$ cat src/rtl/io_dev_arbiter.sv
// Shares the I/O unit's character-wide device port between peripherals: round-robin
// arbitration on the input side, acknowledged broadcast on the output side, per-side watchdogs.
module io_dev_arbiter #(
    parameter int N_IN       = 2,
    parameter int N_OUT      = 2,
    parameter int TMO_CYCLES = 65535
) (
    input  logic                 clk,
    input  logic                 resetn,
    // I/O unit, input direction
    input  logic                 input_rdy_from_io,
    output logic                 input_val_to_io,
    output logic [4:0]           input_data_to_io,
    // I/O unit, output direction
    input  logic                 output_rdy_from_io,
    input  logic [4:0]           output_data_from_io,
    output logic                 output_ack_to_io,
    // input devices
    input  logic [N_IN-1:0]      in_req_from_dev,
    output logic [N_IN-1:0]      in_rdy_to_dev,
    input  logic [N_IN-1:0]      in_val_from_dev,
    input  logic [5*N_IN-1:0]    in_data_from_dev,
    // output devices
    output logic [N_OUT-1:0]     out_rdy_to_dev,
    input  logic [N_OUT-1:0]     out_ack_from_dev,
    output logic [4:0]           out_data_to_dev,
    // operator panel
    input  logic [N_IN-1:0]      in_en_from_pnl,
    input  logic [N_OUT-1:0]     out_en_from_pnl,
    input  logic                 tmo_clr_from_pnl,
    output logic [N_IN-1:0]      in_grant_to_pnl,
    output logic                 in_tmo_to_pnl,
    output logic                 out_tmo_to_pnl
);

    localparam int PW = (N_IN > 1) ? $clog2(N_IN) : 1;
    localparam int CW = $clog2(TMO_CYCLES + 1);
    localparam logic [CW-1:0] CNT_LAST = CW'(TMO_CYCLES - 1);

    // Handshake: a device character moves when in_val is seen while the device is
    // granted; the device holds val until it sees rdy drop, and the I/O unit sees
    // val/data from the granted device combinationally. Output side is a 4-phase
    // rdy/ack loop with the I/O unit and with every targeted device.

    typedef enum logic [1:0] {
        IA_IDLE  = 2'd0,
        IA_GRANT = 2'd1,
        IA_HOLD  = 2'd2
    } ia_state_t;

    typedef enum logic [1:0] {
        OA_IDLE = 2'd0,
        OA_WAIT = 2'd1,
        OA_ACK  = 2'd2
    } oa_state_t;

    // ------------------------------------------------------------------ input side
    ia_state_t        ia_state_q, ia_state_d;
    logic [N_IN-1:0]  grant_q, grant_d;
    logic [PW-1:0]    gidx_q, gidx_d;
    logic [PW-1:0]    ptr_q, ptr_d;
    logic [CW-1:0]    in_cnt_q, in_cnt_d;
    logic             in_tmo_q, in_tmo_d;

    logic [N_IN-1:0]  eligible;
    logic [PW-1:0]    sel_idx;
    logic [PW-1:0]    idx_hi, idx_lo;
    logic             found_hi, found_lo;
    logic [4:0]       dev_data [N_IN];
    logic             g_val;
    logic [4:0]       g_data;
    logic [PW-1:0]    ptr_after_g;
    logic             in_busy;
    logic             in_tmo_set;

    assign eligible = in_req_from_dev & in_en_from_pnl;

    // First eligible device at or above the pointer, else the lowest one (wrap).
    always_comb begin
        found_hi = 1'b0;
        found_lo = 1'b0;
        idx_hi   = '0;
        idx_lo   = '0;
        for (int i = 0; i < N_IN; i++) begin
            if (eligible[i] && !found_hi && (PW'(i) >= ptr_q)) begin
                found_hi = 1'b1;
                idx_hi   = PW'(i);
            end
            if (eligible[i] && !found_lo) begin
                found_lo = 1'b1;
                idx_lo   = PW'(i);
            end
        end
        sel_idx = found_hi ? idx_hi : idx_lo;
    end

    always_comb begin
        for (int i = 0; i < N_IN; i++) begin
            dev_data[i] = in_data_from_dev[i*5 +: 5];
        end
    end

    assign g_val       = in_val_from_dev[gidx_q];
    assign g_data      = dev_data[gidx_q];
    assign ptr_after_g = (gidx_q == PW'(N_IN - 1)) ? '0 : gidx_q + PW'(1);
    assign in_busy     = (ia_state_q == IA_GRANT) || (ia_state_q == IA_HOLD);

    always_comb begin
        ia_state_d = ia_state_q;
        grant_d    = grant_q;
        gidx_d     = gidx_q;
        ptr_d      = ptr_q;
        in_cnt_d   = in_cnt_q + CW'(1);
        in_tmo_set = 1'b0;
        case (ia_state_q)
            IA_IDLE: begin
                in_cnt_d = '0;
                if (input_rdy_from_io && (|eligible)) begin
                    ia_state_d = IA_GRANT;
                    gidx_d     = sel_idx;
                    grant_d    = N_IN'(1) << sel_idx;
                end
            end
            IA_GRANT: begin
                if (g_val) begin
                    ia_state_d = IA_HOLD;
                    in_cnt_d   = '0;
                end else if (!input_rdy_from_io) begin
                    ia_state_d = IA_IDLE;
                    grant_d    = '0;
                    in_cnt_d   = '0;
                end else if (in_cnt_q == CNT_LAST) begin
                    ia_state_d = IA_IDLE;
                    grant_d    = '0;
                    ptr_d      = ptr_after_g;
                    in_cnt_d   = '0;
                    in_tmo_set = 1'b1;
                end
            end
            IA_HOLD: begin
                // Pointer moves past g on completion and on timeout alike.
                if (!g_val || (in_cnt_q == CNT_LAST)) begin
                    ia_state_d = IA_IDLE;
                    grant_d    = '0;
                    ptr_d      = ptr_after_g;
                    in_cnt_d   = '0;
                    in_tmo_set = g_val;
                end
            end
            default: begin
                ia_state_d = IA_IDLE;
                grant_d    = '0;
                in_cnt_d   = '0;
            end
        endcase
        in_tmo_d = in_tmo_set | (in_tmo_q & ~tmo_clr_from_pnl);
    end

    always_ff @(posedge clk or negedge resetn) begin
        if (!resetn) begin
            ia_state_q <= IA_IDLE;
            grant_q    <= '0;
            gidx_q     <= '0;
            ptr_q      <= '0;
            in_cnt_q   <= '0;
            in_tmo_q   <= 1'b0;
        end else begin
            ia_state_q <= ia_state_d;
            grant_q    <= grant_d;
            gidx_q     <= gidx_d;
            ptr_q      <= ptr_d;
            in_cnt_q   <= in_cnt_d;
            in_tmo_q   <= in_tmo_d;
        end
    end

    assign in_rdy_to_dev    = ((ia_state_q == IA_GRANT) && input_rdy_from_io) ? grant_q : '0;
    assign input_val_to_io  = in_busy & g_val;
    assign input_data_to_io = in_busy ? g_data : 5'd0;
    assign in_grant_to_pnl  = grant_q;
    assign in_tmo_to_pnl    = in_tmo_q;

    // ----------------------------------------------------------------- output side
    oa_state_t        oa_state_q, oa_state_d;
    logic [N_OUT-1:0] tgt_q, tgt_d;
    logic [N_OUT-1:0] acked_q, acked_d;
    logic [4:0]       odata_q, odata_d;
    logic [CW-1:0]    out_cnt_q, out_cnt_d;
    logic             out_tmo_q, out_tmo_d;
    logic             out_tmo_set;
    logic [N_OUT-1:0] ack_hit;

    assign ack_hit = out_ack_from_dev & tgt_q;

    always_comb begin
        oa_state_d  = oa_state_q;
        tgt_d       = tgt_q;
        acked_d     = acked_q;
        odata_d     = odata_q;
        out_cnt_d   = out_cnt_q + CW'(1);
        out_tmo_set = 1'b0;
        case (oa_state_q)
            OA_IDLE: begin
                out_cnt_d = '0;
                if (output_rdy_from_io) begin
                    odata_d    = output_data_from_io;
                    tgt_d      = out_en_from_pnl;
                    acked_d    = '0;
                    // No enabled target: the character is simply dropped.
                    oa_state_d = (out_en_from_pnl == '0) ? OA_ACK : OA_WAIT;
                end
            end
            OA_WAIT: begin
                acked_d = acked_q | ack_hit;
                if ((acked_q | ack_hit) == tgt_q) begin
                    oa_state_d = OA_ACK;
                    out_cnt_d  = '0;
                end else if (out_cnt_q == CNT_LAST) begin
                    oa_state_d  = OA_ACK;
                    acked_d     = tgt_q;
                    out_cnt_d   = '0;
                    out_tmo_set = 1'b1;
                end
            end
            OA_ACK: begin
                if (!output_rdy_from_io && !(|ack_hit)) begin
                    oa_state_d = OA_IDLE;
                    out_cnt_d  = '0;
                end else if (out_cnt_q == CNT_LAST) begin
                    oa_state_d  = OA_IDLE;
                    out_cnt_d   = '0;
                    out_tmo_set = 1'b1;
                end
            end
            default: begin
                oa_state_d = OA_IDLE;
                out_cnt_d  = '0;
            end
        endcase
        out_tmo_d = out_tmo_set | (out_tmo_q & ~tmo_clr_from_pnl);
    end

    always_ff @(posedge clk or negedge resetn) begin
        if (!resetn) begin
            oa_state_q <= OA_IDLE;
            tgt_q      <= '0;
            acked_q    <= '0;
            odata_q    <= '0;
            out_cnt_q  <= '0;
            out_tmo_q  <= 1'b0;
        end else begin
            oa_state_q <= oa_state_d;
            tgt_q      <= tgt_d;
            acked_q    <= acked_d;
            odata_q    <= odata_d;
            out_cnt_q  <= out_cnt_d;
            out_tmo_q  <= out_tmo_d;
        end
    end

    assign out_rdy_to_dev   = (oa_state_q == OA_WAIT) ? (tgt_q & ~acked_q) : '0;
    assign output_ack_to_io = (oa_state_q == OA_ACK);
    assign out_data_to_dev  = odata_q;
    assign out_tmo_to_pnl   = out_tmo_q;

endmodule

$ cat config.mk
export PLATFORM = sky130hd
export DESIGN_NAME = io_dev_arbiter
export DESIGN_NICKNAME = d
export VERILOG_FILES = /design/src/rtl/io_dev_arbiter.sv
export SDC_FILE = /design/constraint.sdc
export NUM_CORES = 1
export LEC_CHECK = 0
export BUFFER_PORTS_ARGS = -buffer_cell sky130_fd_sc_hd__buf_2
export CORE_MARGIN = 3
export CORE_UTILIZATION = 40
export DETAILED_ROUTE_END_ITERATION = 8
export GPL_TIMING_DRIVEN = 0
export MAX_ROUTING_LAYER = met4
export PLACE_DENSITY = 0.61
export SLEW_MARGIN = 5
export SYNTH_ARGS = -nofsm -noshare
export SYNTH_HDL_FRONTEND = slang
export SYNTH_SLANG_ARGS = --single-unit
$ cat constraint.sdc
create_clock -name clk -period 2.3 [get_ports clk]
set_input_delay 0.115 -clock clk [delete_from_list [all_inputs] [get_ports clk]]
set_output_delay 0.115 -clock clk [all_outputs]
set_load 0.005 [all_outputs]
==> flow_results.xml, run 1 <==
<?xml version="1.0" encoding="UTF-8"?>
<metrics>
  <group name="layout">
    <metric name="n_antenna_cell" unit="">0</metric>
    <metric name="layout_commonest_cell" unit="">sky130_fd_sc_hd__dfrtp_1</metric>
    <metric name="final_net_count" unit="">385</metric>
    <metric name="syn_to_final_growth" unit="%">16.6</metric>
    <metric name="drive_above_1_share" unit="%">21.7</metric>
    <metric name="fillerInstances" unit="">610</metric>
    <metric name="final_cell_mix" unit="">sky130_fd_sc_hd__dfrtp_1, sky130_fd_sc_hd__buf_2, sky130_fd_sc_hd__nor2_1</metric>
  </group>
  <group name="yosys">
    <metric name="postSynthCellCount" unit="">289</metric>
    <metric name="synth_top_flop_cell" unit="">sky130_fd_sc_hd__dfrtp_1</metric>
    <metric name="post_synth.cell_area_avg" unit="sq um">9.73</metric>
    <metric name="async_flop_share" unit="%">100</metric>
    <metric name="synth_seq_cells" unit="">51</metric>
    <metric name="synthesis.nets" unit="">329</metric>
    <metric name="yosys.cell_types.count" unit="">46</metric>
    <metric name="ys_warnings" unit="">0</metric>
    <metric name="yosysSeqAreaShare" unit="%">45.4</metric>
    <metric name="syn_area" unit="sq mm">0.00281</metric>
    <metric name="number_of_synthesized_flops_with_an_enable_pin" unit="">0</metric>
  </group>
  <group name="global_route">
    <metric name="grt_pass1_wl" unit="um">9710</metric>
    <metric name="grt_overflow" unit="">0</metric>
    <metric name="grt_start_max_net_pins" unit="">52</metric>
    <metric name="first_global_vias" unit="">2163</metric>
    <metric name="grt_antenna_before_repair" unit="">0</metric>
    <metric name="grt_util_all_layers" unit="%">14.7</metric>
  </group>
  <group name="drt">
    <metric name="routed_wl" unit="um">5510</metric>
    <metric name="route.met2.wl" unit="um">2780</metric>
    <metric name="detail-route-antenna-nets" unit="">0</metric>
    <metric name="routed.top_layer" unit="">met4</metric>
    <metric name="vias_per_cell" unit="">4.99</metric>
    <metric name="via_count" unit="">2186</metric>
    <metric name="met3_wirelength" unit="um">105</metric>
    <metric name="drt_first_iter_violations" unit="">90</metric>
    <metric name="route.layer.met1.wl" unit="um">2570</metric>
    <metric name="routedWlPerCell" unit="um">12.6</metric>
    <metric name="drc_errors" unit="">0</metric>
    <metric name="firstDrtPassIters" unit="">4</metric>
  </group>
  <group name="timing">
    <metric name="setup_tns_final" unit="ps">0</metric>
    <metric name="timing.final.crit_share" unit="%">86.4</metric>
    <metric name="finalSetupViolCount" unit="">0</metric>
    <metric name="timing_worst_slew_pin_value" unit="ps">1120</metric>
    <metric name="worst_clock_skew" unit="ps">10.6</metric>
    <metric name="layout_min_cycle_time" unit="ps">1990</metric>
    <metric name="drv_slew" unit="">0</metric>
    <metric name="fin_worst_setup_slack" unit="ps">312</metric>
    <metric name="finalHoldViolations" unit="">0</metric>
    <metric name="worst_slew_margin_rel" unit="%">25.4</metric>
    <metric name="setup_repair_after_global_routing_missed_its_margin" unit="">no</metric>
    <metric name="timing.fmax" unit="GHz">0.503</metric>
  </group>
  <group name="setup_path">
    <metric name="setup.reg_to_reg.worst_slack" unit="ps">310</metric>
    <metric name="startpoint_type" unit="">flip-flop</metric>
    <metric name="worst_ep_required_time" unit="ps">2500</metric>
    <metric name="timing_worst_setup_path_type" unit="">reg2reg</metric>
    <metric name="worst_setup_path_end_kind" unit="">flip-flop</metric>
    <metric name="r2r_cells" unit="">8</metric>
    <metric name="crit-reg2reg-capture" unit="">out_cnt_q[7]$_DFF_PN0_</metric>
    <metric name="crit_path_max_fanout" unit="">10</metric>
    <metric name="worstPathArrival" unit="ps">2180</metric>
    <metric name="reg2reg_from" unit="">oa_state_q[1]$_DFFE_PN0P_</metric>
  </group>
  <group name="floorplan">
    <metric name="floorplan.core_area" unit="sq mm">0.00657</metric>
    <metric name="die_outline_height" unit="um">89.8</metric>
    <metric name="die_width" unit="um">89.8</metric>
    <metric name="i_o_pins" unit="">50</metric>
    <metric name="placement_rows" unit="">29</metric>
    <metric name="die-area" unit="sq mm">0.00807</metric>
    <metric name="floorplan.initialDensity" unit="%">42.8</metric>
  </group>
  <group name="placement">
    <metric name="globalplace.congestion" unit="">0.851</metric>
    <metric name="place_ws" unit="ps">325</metric>
    <metric name="half_perimeter_wire_length_after_detailed_placement" unit="um">4080</metric>
    <metric name="placement.io_buffers" unit="">49</metric>
  </group>
  <group name="flow_run">
    <metric name="maxCapViolations" unit="">0</metric>
  </group>
  <group name="power">
    <metric name="power.leakage" unit="uW">0.00145</metric>
    <metric name="pwr_density_cell" unit="mW/mm^2">868</metric>
    <metric name="ir_drop" unit="V">0.000590</metric>
  </group>
  <group name="clock_network">
    <metric name="postCtsSetupRepairBufs" unit="">0</metric>
    <metric name="cts.htree.levels" unit="">2</metric>
    <metric name="clk_latency" unit="ps">300</metric>
    <metric name="clock_path_buffers" unit="">2</metric>
    <metric name="cts-buffers-inserted" unit="">5</metric>
    <metric name="postCtsHoldBufs" unit="">0</metric>
    <metric name="cts.sink_count" unit="">51</metric>
    <metric name="ctsRootBufferMaster" unit="">sky130_fd_sc_hd__clkbuf_8</metric>
    <metric name="cts.repair.resized" unit="">0</metric>
    <metric name="cts_tree" unit="">done</metric>
    <metric name="cts.clk_slew.worst_paths" unit="ps">100</metric>
  </group>
  <group name="status">
    <metric name="outcome" unit="">finished clean</metric>
  </group>
  <group name="worst_hold_path">
    <metric name="holdCritPathClass" unit="">in2async</metric>
  </group>
</metrics>
## flip-flops by register name, summed over array words and instances (netlist names)
| signal | count |
|---|---|
| in_cnt_q | 16 |
| out_cnt_q | 16 |
| out_data_to_dev | 5 |
| acked_q | 2 |
| ia_state_q | 2 |
| in_grant_to_pnl | 2 |
| oa_state_q | 2 |
| tgt_q | 2 |
| gidx_q | 1 |
| in_tmo_to_pnl | 1 |
| out_tmo_to_pnl | 1 |
| ptr_q | 1 |
## cell families after synthesis
group | after synthesis | share of synthesized area (%)
AND/OR/NAND/NOR | 129 | 23.2
flip-flops | 51 | 45.4
AO/OA/AOI/OAI | 33 | 7.92
XOR/XNOR | 27 | 8.41
buffers and inverters | 22 | 3.92
multiplexers | 17 | 6.68
adder cells (fa/ha/maj) | 10 | 4.45
## how the worst max path moves through the flow
stage | start | endpoint | slack, ps
2_1_floorplan | oa_state_q[1]$_DFFE_PN0P_ | out_cnt_q[10]$_DFF_PN0_ | 520
3_3_place_gp | oa_state_q[1]$_DFFE_PN0P_ | out_cnt_q[8]$_DFF_PN0_ | 330
3_5_place_dp | oa_state_q[1]$_DFFE_PN0P_ | out_cnt_q[7]$_DFF_PN0_ | 330
4_1_cts | oa_state_q[1]$_DFFE_PN0P_ | out_cnt_q[7]$_DFF_PN0_ | 290
5_1_grt | oa_state_q[1]$_DFFE_PN0P_ | out_cnt_q[14]$_DFF_PN0_ | 150
6_report | oa_state_q[1]$_DFFE_PN0P_ | out_cnt_q[7]$_DFF_PN0_ | 310
## area by class of cell
cell class	count	area, sq um	share of cell area [%]
multi-input cells	216	1430	43.5
well taps	93	116	3.55
clock buffers	5	68.8	2.10
clock inverters	2	37.5	1.14
flip-flops and latches	51	1280	38.9
repair buffers	49	245	7.48
inverters	15	56.3	1.72
plain buffers	7	53.8	1.64
## report_power, final
part / internal, uW / leakage (uW) / total, uW / switching [uW]
sequential: 1040 / 0.000685 / 1160 / 119
combinational: 517 / 0.000715 / 1080 / 559
clock: 318 / 0.0000502 / 610 / 292
## worst max-delay path: stages, from the launching register on
cell and delay, ps:
sky130_fd_sc_hd__dfrtp_1 380, sky130_fd_sc_hd__inv_1 60, sky130_fd_sc_hd__ha_1 260, sky130_fd_sc_hd__and3b_1 210, sky130_fd_sc_hd__a22o_1 190, sky130_fd_sc_hd__a221o_1 320, sky130_fd_sc_hd__nand3_2 150, sky130_fd_sc_hd__buf_2 240
sky130_fd_sc_hd__nor2_1 80
## per-stage QoR
stage | total power (uW) | instances | utilization, % | hold slack, ps | instance area, sq um
finish | 2850 | 438 | 49.9 | 12.7 | 3280
global placement | 2260 | 431 | 48.3 | 349 | 3170
floorplan | 1920 | 289 | - | -181 | 2810
detailed placement | 2270 | 431 | 48.3 | 352 | 3170
CTS | 2880 | 438 | 49.9 | 25.9 | 3280
global route | 3070 | 438 | 49.9 | 35.2 | 3280
## metal layers
| metal | vias to the layer above | global-route usage [%] |
|---|---|---|
| met4 | 0 | 4.21 |
| met1 | 1057 | 17.6 |
| li1 | 1105 | - |
| met3 | 4 | 2.34 |
| met2 | 20 | 25.6 |
| met5 | - | - |
## synth_stat cells (2+ instances only)
cell / n / share of area [%]
sky130_fd_sc_hd__dfrtp_1: 51 / 45
sky130_fd_sc_hd__nor2_1: 44 / 5.9
sky130_fd_sc_hd__nand2_1: 23 / 3.1
sky130_fd_sc_hd__nand3_1: 16 / 2.8
sky130_fd_sc_hd__inv_1: 15 / 2.0
sky130_fd_sc_hd__xor2_1: 14 / 4.4
sky130_fd_sc_hd__xnor2_1: 13 / 4.0
sky130_fd_sc_hd__ha_1: 10 / 4.5
sky130_fd_sc_hd__nand4_1: 10 / 2.2
sky130_fd_sc_hd__o21ai_0: 9 / 1.6
sky130_fd_sc_hd__mux2i_1: 8 / 2.8
sky130_fd_sc_hd__mux2_2: 7 / 2.8
sky130_fd_sc_hd__nor2b_1: 7 / 1.6
sky130_fd_sc_hd__and3_1: 6 / 1.3
sky130_fd_sc_hd__a21oi_1: 5 / 0.89
sky130_fd_sc_hd__and4_1: 4 / 1.2
sky130_fd_sc_hd__nor3_1: 4 / 0.71
sky130_fd_sc_hd__buf_6: 3 / 1.2
sky130_fd_sc_hd__o22ai_1: 3 / 0.67
sky130_fd_sc_hd__a22o_1: 2 / 0.62
sky130_fd_sc_hd__and2_1: 2 / 0.44
sky130_fd_sc_hd__clkbuf_1: 2 / 0.27
sky130_fd_sc_hd__nand2b_1: 2 / 0.44
sky130_fd_sc_hd__nand2b_4: 2 / 0.98
sky130_fd_sc_hd__nor3b_1: 2 / 0.53
sky130_fd_sc_hd__nor4_1: 2 / 0.44
sky130_fd_sc_hd__o211ai_1: 2 / 0.53
sky130_fd_sc_hd__o21a_1: 2 / 0.53
sky130_fd_sc_hd__o311ai_0: 2 / 0.62
Note: power is estimated with default switching activity, not from simulation.
==> inputs of run 2 (changes only) <==
--- a/config.mk
+++ b/config.mk
@@ -5,6 +5,7 @@
 export SDC_FILE = /design/constraint.sdc
 export NUM_CORES = 1
 export LEC_CHECK = 0
+export ABC_AREA = 1
 export BUFFER_PORTS_ARGS = -buffer_cell sky130_fd_sc_hd__buf_2
 export CORE_MARGIN = 3
 export CORE_UTILIZATION = 40
==> run 2 against run 1 <==
Against the previous run:
- via count grew 16%
- cell count grew 23%
- register-to-register slack gained 320 ps
- design area grew 6.3%
- non-clock buffer count shrank 3
- synthesized cell count grew 34%
- core utilization shrank 0.27 points
- total power grew 5.8%
- synthesized area grew 6.5%
- worst hold slack lost 8.4 ps
- sequential share of layout area shrank 2.3 points
- critical endpoint is now input_data_to_io[1]
- largest cell class unchanged
==> flow_results.xml, run 2 <==
<?xml version="1.0" encoding="UTF-8"?>
<metrics>
  <group name="floorplan">
    <metric name="die_width" unit="um">92.5</metric>
    <metric name="die_outline_height" unit="um">92.5</metric>
    <metric name="floorplan.core_area" unit="sq mm">0.00702</metric>
    <metric name="floorplan.initialDensity" unit="%">42.6</metric>
    <metric name="i_o_pins" unit="">50</metric>
    <metric name="die-area" unit="sq mm">0.00856</metric>
    <metric name="placement_rows" unit="">30</metric>
  </group>
  <group name="layout">
    <metric name="drive_above_1_share" unit="%">20.0</metric>
    <metric name="syn_to_final_growth" unit="%">16.5</metric>
    <metric name="n_antenna_cell" unit="">0</metric>
    <metric name="postLayoutCellArea" unit="sq mm">0.00349</metric>
    <metric name="final_cell_mix" unit="">sky130_fd_sc_hd__nand2_1, sky130_fd_sc_hd__nor2_1, sky130_fd_sc_hd__dfrtp_1</metric>
    <metric name="layout_commonest_cell" unit="">sky130_fd_sc_hd__nand2_1</metric>
    <metric name="fillerInstances" unit="">707</metric>
    <metric name="final_cell_count_no_fill" unit="">540</metric>
    <metric name="final_net_count" unit="">483</metric>
  </group>
  <group name="yosys">
    <metric name="async_flop_share" unit="%">100</metric>
    <metric name="number_of_synthesized_flops_with_an_enable_pin" unit="">0</metric>
    <metric name="postSynthCellCount" unit="">386</metric>
    <metric name="synth_seq_cells" unit="">51</metric>
    <metric name="synthDominantCellAreaShare" unit="%">42.6</metric>
    <metric name="syn_area" unit="sq mm">0.00299</metric>
    <metric name="synth.top_cells.by_area" unit="">sky130_fd_sc_hd__dfrtp_1, sky130_fd_sc_hd__nand2_1, sky130_fd_sc_hd__nor2_1</metric>
    <metric name="ys_warnings" unit="">0</metric>
    <metric name="synth_top_flop_cell" unit="">sky130_fd_sc_hd__dfrtp_1</metric>
    <metric name="yosys.cell_types.count" unit="">28</metric>
    <metric name="post_synth.cell_area_avg" unit="sq um">7.75</metric>
    <metric name="yosys.area.top_type" unit="">sky130_fd_sc_hd__dfrtp_1</metric>
    <metric name="synth_common_cells" unit="">sky130_fd_sc_hd__nand2_1, sky130_fd_sc_hd__nor2_1, sky130_fd_sc_hd__dfrtp_1</metric>
    <metric name="yosysSeqAreaShare" unit="%">42.6</metric>
    <metric name="synthesis.nets" unit="">426</metric>
    <metric name="synthMostInstantiatedCell" unit="">sky130_fd_sc_hd__nand2_1</metric>
  </group>
  <group name="drt">
    <metric name="routed_wl" unit="um">5920</metric>
    <metric name="drc_errors" unit="">0</metric>
    <metric name="vias_per_cell" unit="">4.69</metric>
    <metric name="drt_first_iter_violations" unit="">94</metric>
    <metric name="firstDrtPassIters" unit="">4</metric>
    <metric name="routedWlPerCell" unit="um">11.0</metric>
    <metric name="detail-route-antenna-nets" unit="">0</metric>
    <metric name="via_count" unit="">2532</metric>
  </group>
  <group name="timing">
    <metric name="timing.fmax" unit="GHz">0.595</metric>
    <metric name="worst_clock_skew" unit="ps">14.0</metric>
    <metric name="layout_min_cycle_time" unit="ps">1680</metric>
    <metric name="drv_slew" unit="">0</metric>
    <metric name="setup_tns_final" unit="ps">0</metric>
    <metric name="setup_repair_after_global_routing_missed_its_margin" unit="">no</metric>
    <metric name="finalSetupViolCount" unit="">0</metric>
    <metric name="worst_slew_margin_rel" unit="%">24.1</metric>
    <metric name="timing.final.crit_share" unit="%">73.1</metric>
    <metric name="finalHoldViolations" unit="">0</metric>
    <metric name="timing_worst_slew_pin_value" unit="ps">1140</metric>
  </group>
  <group name="clock_network">
    <metric name="clk_latency" unit="ps">310</metric>
    <metric name="cts_tree" unit="">done</metric>
    <metric name="ctsRootBufferMaster" unit="">sky130_fd_sc_hd__clkbuf_8</metric>
    <metric name="cts.repair.resized" unit="">0</metric>
    <metric name="clock_path_buffers" unit="">2</metric>
    <metric name="postCtsSetupRepairBufs" unit="">0</metric>
    <metric name="cts.htree.levels" unit="">2</metric>
    <metric name="cts.sink_count" unit="">51</metric>
    <metric name="cts-buffers-inserted" unit="">5</metric>
    <metric name="cts.clk_slew.worst_paths" unit="ps">100</metric>
    <metric name="postCtsHoldBufs" unit="">1</metric>
  </group>
  <group name="global_route">
    <metric name="grt_util_all_layers" unit="%">15.3</metric>
    <metric name="first_global_vias" unit="">2479</metric>
    <metric name="grt_antenna_before_repair" unit="">0</metric>
    <metric name="grt_pass1_wl" unit="um">10600</metric>
    <metric name="grt_start_max_net_pins" unit="">52</metric>
    <metric name="grt_overflow" unit="">0</metric>
  </group>
  <group name="setup_path">
    <metric name="worst_ep_required_time" unit="ps">2180</metric>
    <metric name="crit_path_max_fanout" unit="">8</metric>
    <metric name="setup.reg_to_reg.worst_slack" unit="ps">630</metric>
    <metric name="r2r_cells" unit="">12</metric>
    <metric name="startpoint_type" unit="">flip-flop</metric>
    <metric name="crit-reg2reg-capture" unit="">in_cnt_q[4]$_DFF_PN0_</metric>
    <metric name="worst_setup_path_end_kind" unit="">output port</metric>
    <metric name="critPathSlowestCell" unit="">sky130_fd_sc_hd__ha_1</metric>
    <metric name="worstPathArrival" unit="ps">1570</metric>
    <metric name="cp_slowest_stage_delay" unit="ps">440</metric>
    <metric name="crit_path_cell_trace" unit="">inv_1 &gt; ha_1 &gt; o21ai_0 &gt; nor2_1 &gt; buf_2</metric>
    <metric name="timing_worst_setup_path_type" unit="">reg2out</metric>
    <metric name="reg2reg_from" unit="">in_cnt_q[0]$_DFF_PN0_</metric>
  </group>
  <group name="flow_run">
    <metric name="maxCapViolations" unit="">0</metric>
  </group>
  <group name="status">
    <metric name="outcome" unit="">finished clean</metric>
  </group>
  <group name="placement">
    <metric name="half_perimeter_wire_length_after_detailed_placement" unit="um">4500</metric>
    <metric name="post-place-cells" unit="">531</metric>
    <metric name="globalplace.congestion" unit="">0.851</metric>
    <metric name="placement.io_buffers" unit="">49</metric>
    <metric name="dpl_cell_area" unit="sq mm">0.00336</metric>
  </group>
  <group name="power">
    <metric name="power.leakage" unit="uW">0.00166</metric>
    <metric name="pwr_density_cell" unit="mW/mm^2">864</metric>
    <metric name="ir_drop" unit="V">0.000576</metric>
  </group>
  <group name="worst_hold_path">
    <metric name="holdCritPathClass" unit="">in2async</metric>
  </group>
</metrics>
-- run 2: area by class of cell --
cell class                      instances  area [sq um]  area share (%)
Multi-Input combinational cell        287          1520            43.5
Sequential cell                        51          1280            36.6
Timing Repair Buffer                   50           255            7.32
Inverter                               45           169            4.85
Tap cell                               96           120            3.45
Clock buffer                            6          82.6            2.37
Clock inverter                          2          35.0            1.01
Buffer                                  3          31.3           0.897
-- run 2: worst max-delay path by stage --
stage / from / to / slack (ps) / cells after the start
global route: ia_state_q[0]$_DFFE_PN0P_ / input_data_to_io[3] / 470 / 5
CTS: ia_state_q[0]$_DFFE_PN0P_ / input_data_to_io[1] / 590 / 5
floorplan: in_cnt_q[0]$_DFF_PN0_ / in_cnt_q[9]$_DFF_PN0_ / 780 / 12
global placement: in_cnt_q[0]$_DFF_PN0_ / in_cnt_q[9]$_DFF_PN0_ / 630 / 12
detailed placement: in_cnt_q[0]$_DFF_PN0_ / in_cnt_q[15]$_DFF_PN0_ / 620 / 12
finish: ia_state_q[0]$_DFFE_PN0P_ / input_data_to_io[1] / 620 / 5
-- run 2: per-layer routing --
| metal | GRT usage [%] | up-vias | part of all wire [%] |
|---|---|---|---|
| met5 | - | - | 0 |
| met4 | 5.45 | 0 | 1.5 |
| met3 | 2.84 | 11 | 3.4 |
| met2 | 25.3 | 43 | 47 |
| met1 | 18.9 | 1153 | 49 |
| li1 | - | 1325 | - |
-- run 2: per-stage QoR --
step | hold slack (ps) | worst slack (ps) | power [uW] | utilization, %
6_report | 4.31 | 619 | 3010 | 49.7
5_1_grt | 24.0 | 470 | 3270 | 49.7
3_3_place_gp | 316 | 630 | 2370 | 47.8
4_1_cts | 25.4 | 594 | 3060 | 49.7
3_5_place_dp | 316 | 622 | 2390 | 47.8
2_1_floorplan | -181 | 776 | 2000 | -
-- run 2: critical path: cells and delay by family (launching register included) --
kind                       cells  cell delay (ps)
and+or+nand+nor                1               90
DFF                            1              390
adders and majority gates      1              440
AOI/OAI and AO/OA              1              140
buffers and inverters          2              190
-- run 2: cell families (layout without fill, tap and decap cells) --
| kind of cell | Yosys count | count (layout) | synth area share [%] |
|---|---|---|---|
| AND/OR/NAND/NOR | 225 | 225 | 33.2 |
| flip-flops | 51 | 51 | 42.6 |
| buffers and inverters | 48 | 106 | 6.69 |
| AO/OA/AOI/OAI | 27 | 27 | 5.60 |
| XOR/XNOR | 20 | 20 | 5.85 |
| adder cells (fa/ha/maj) | 10 | 10 | 4.18 |
| multiplexers | 5 | 5 | 1.88 |
-- run 2: power by group --
group          switching [uW]  internal (uW)  leakage (uW)
combinational             705            475      0.000919
clock                     309            353     0.0000612
sequential                121           1050      0.000685
total                    1130           1880       0.00166
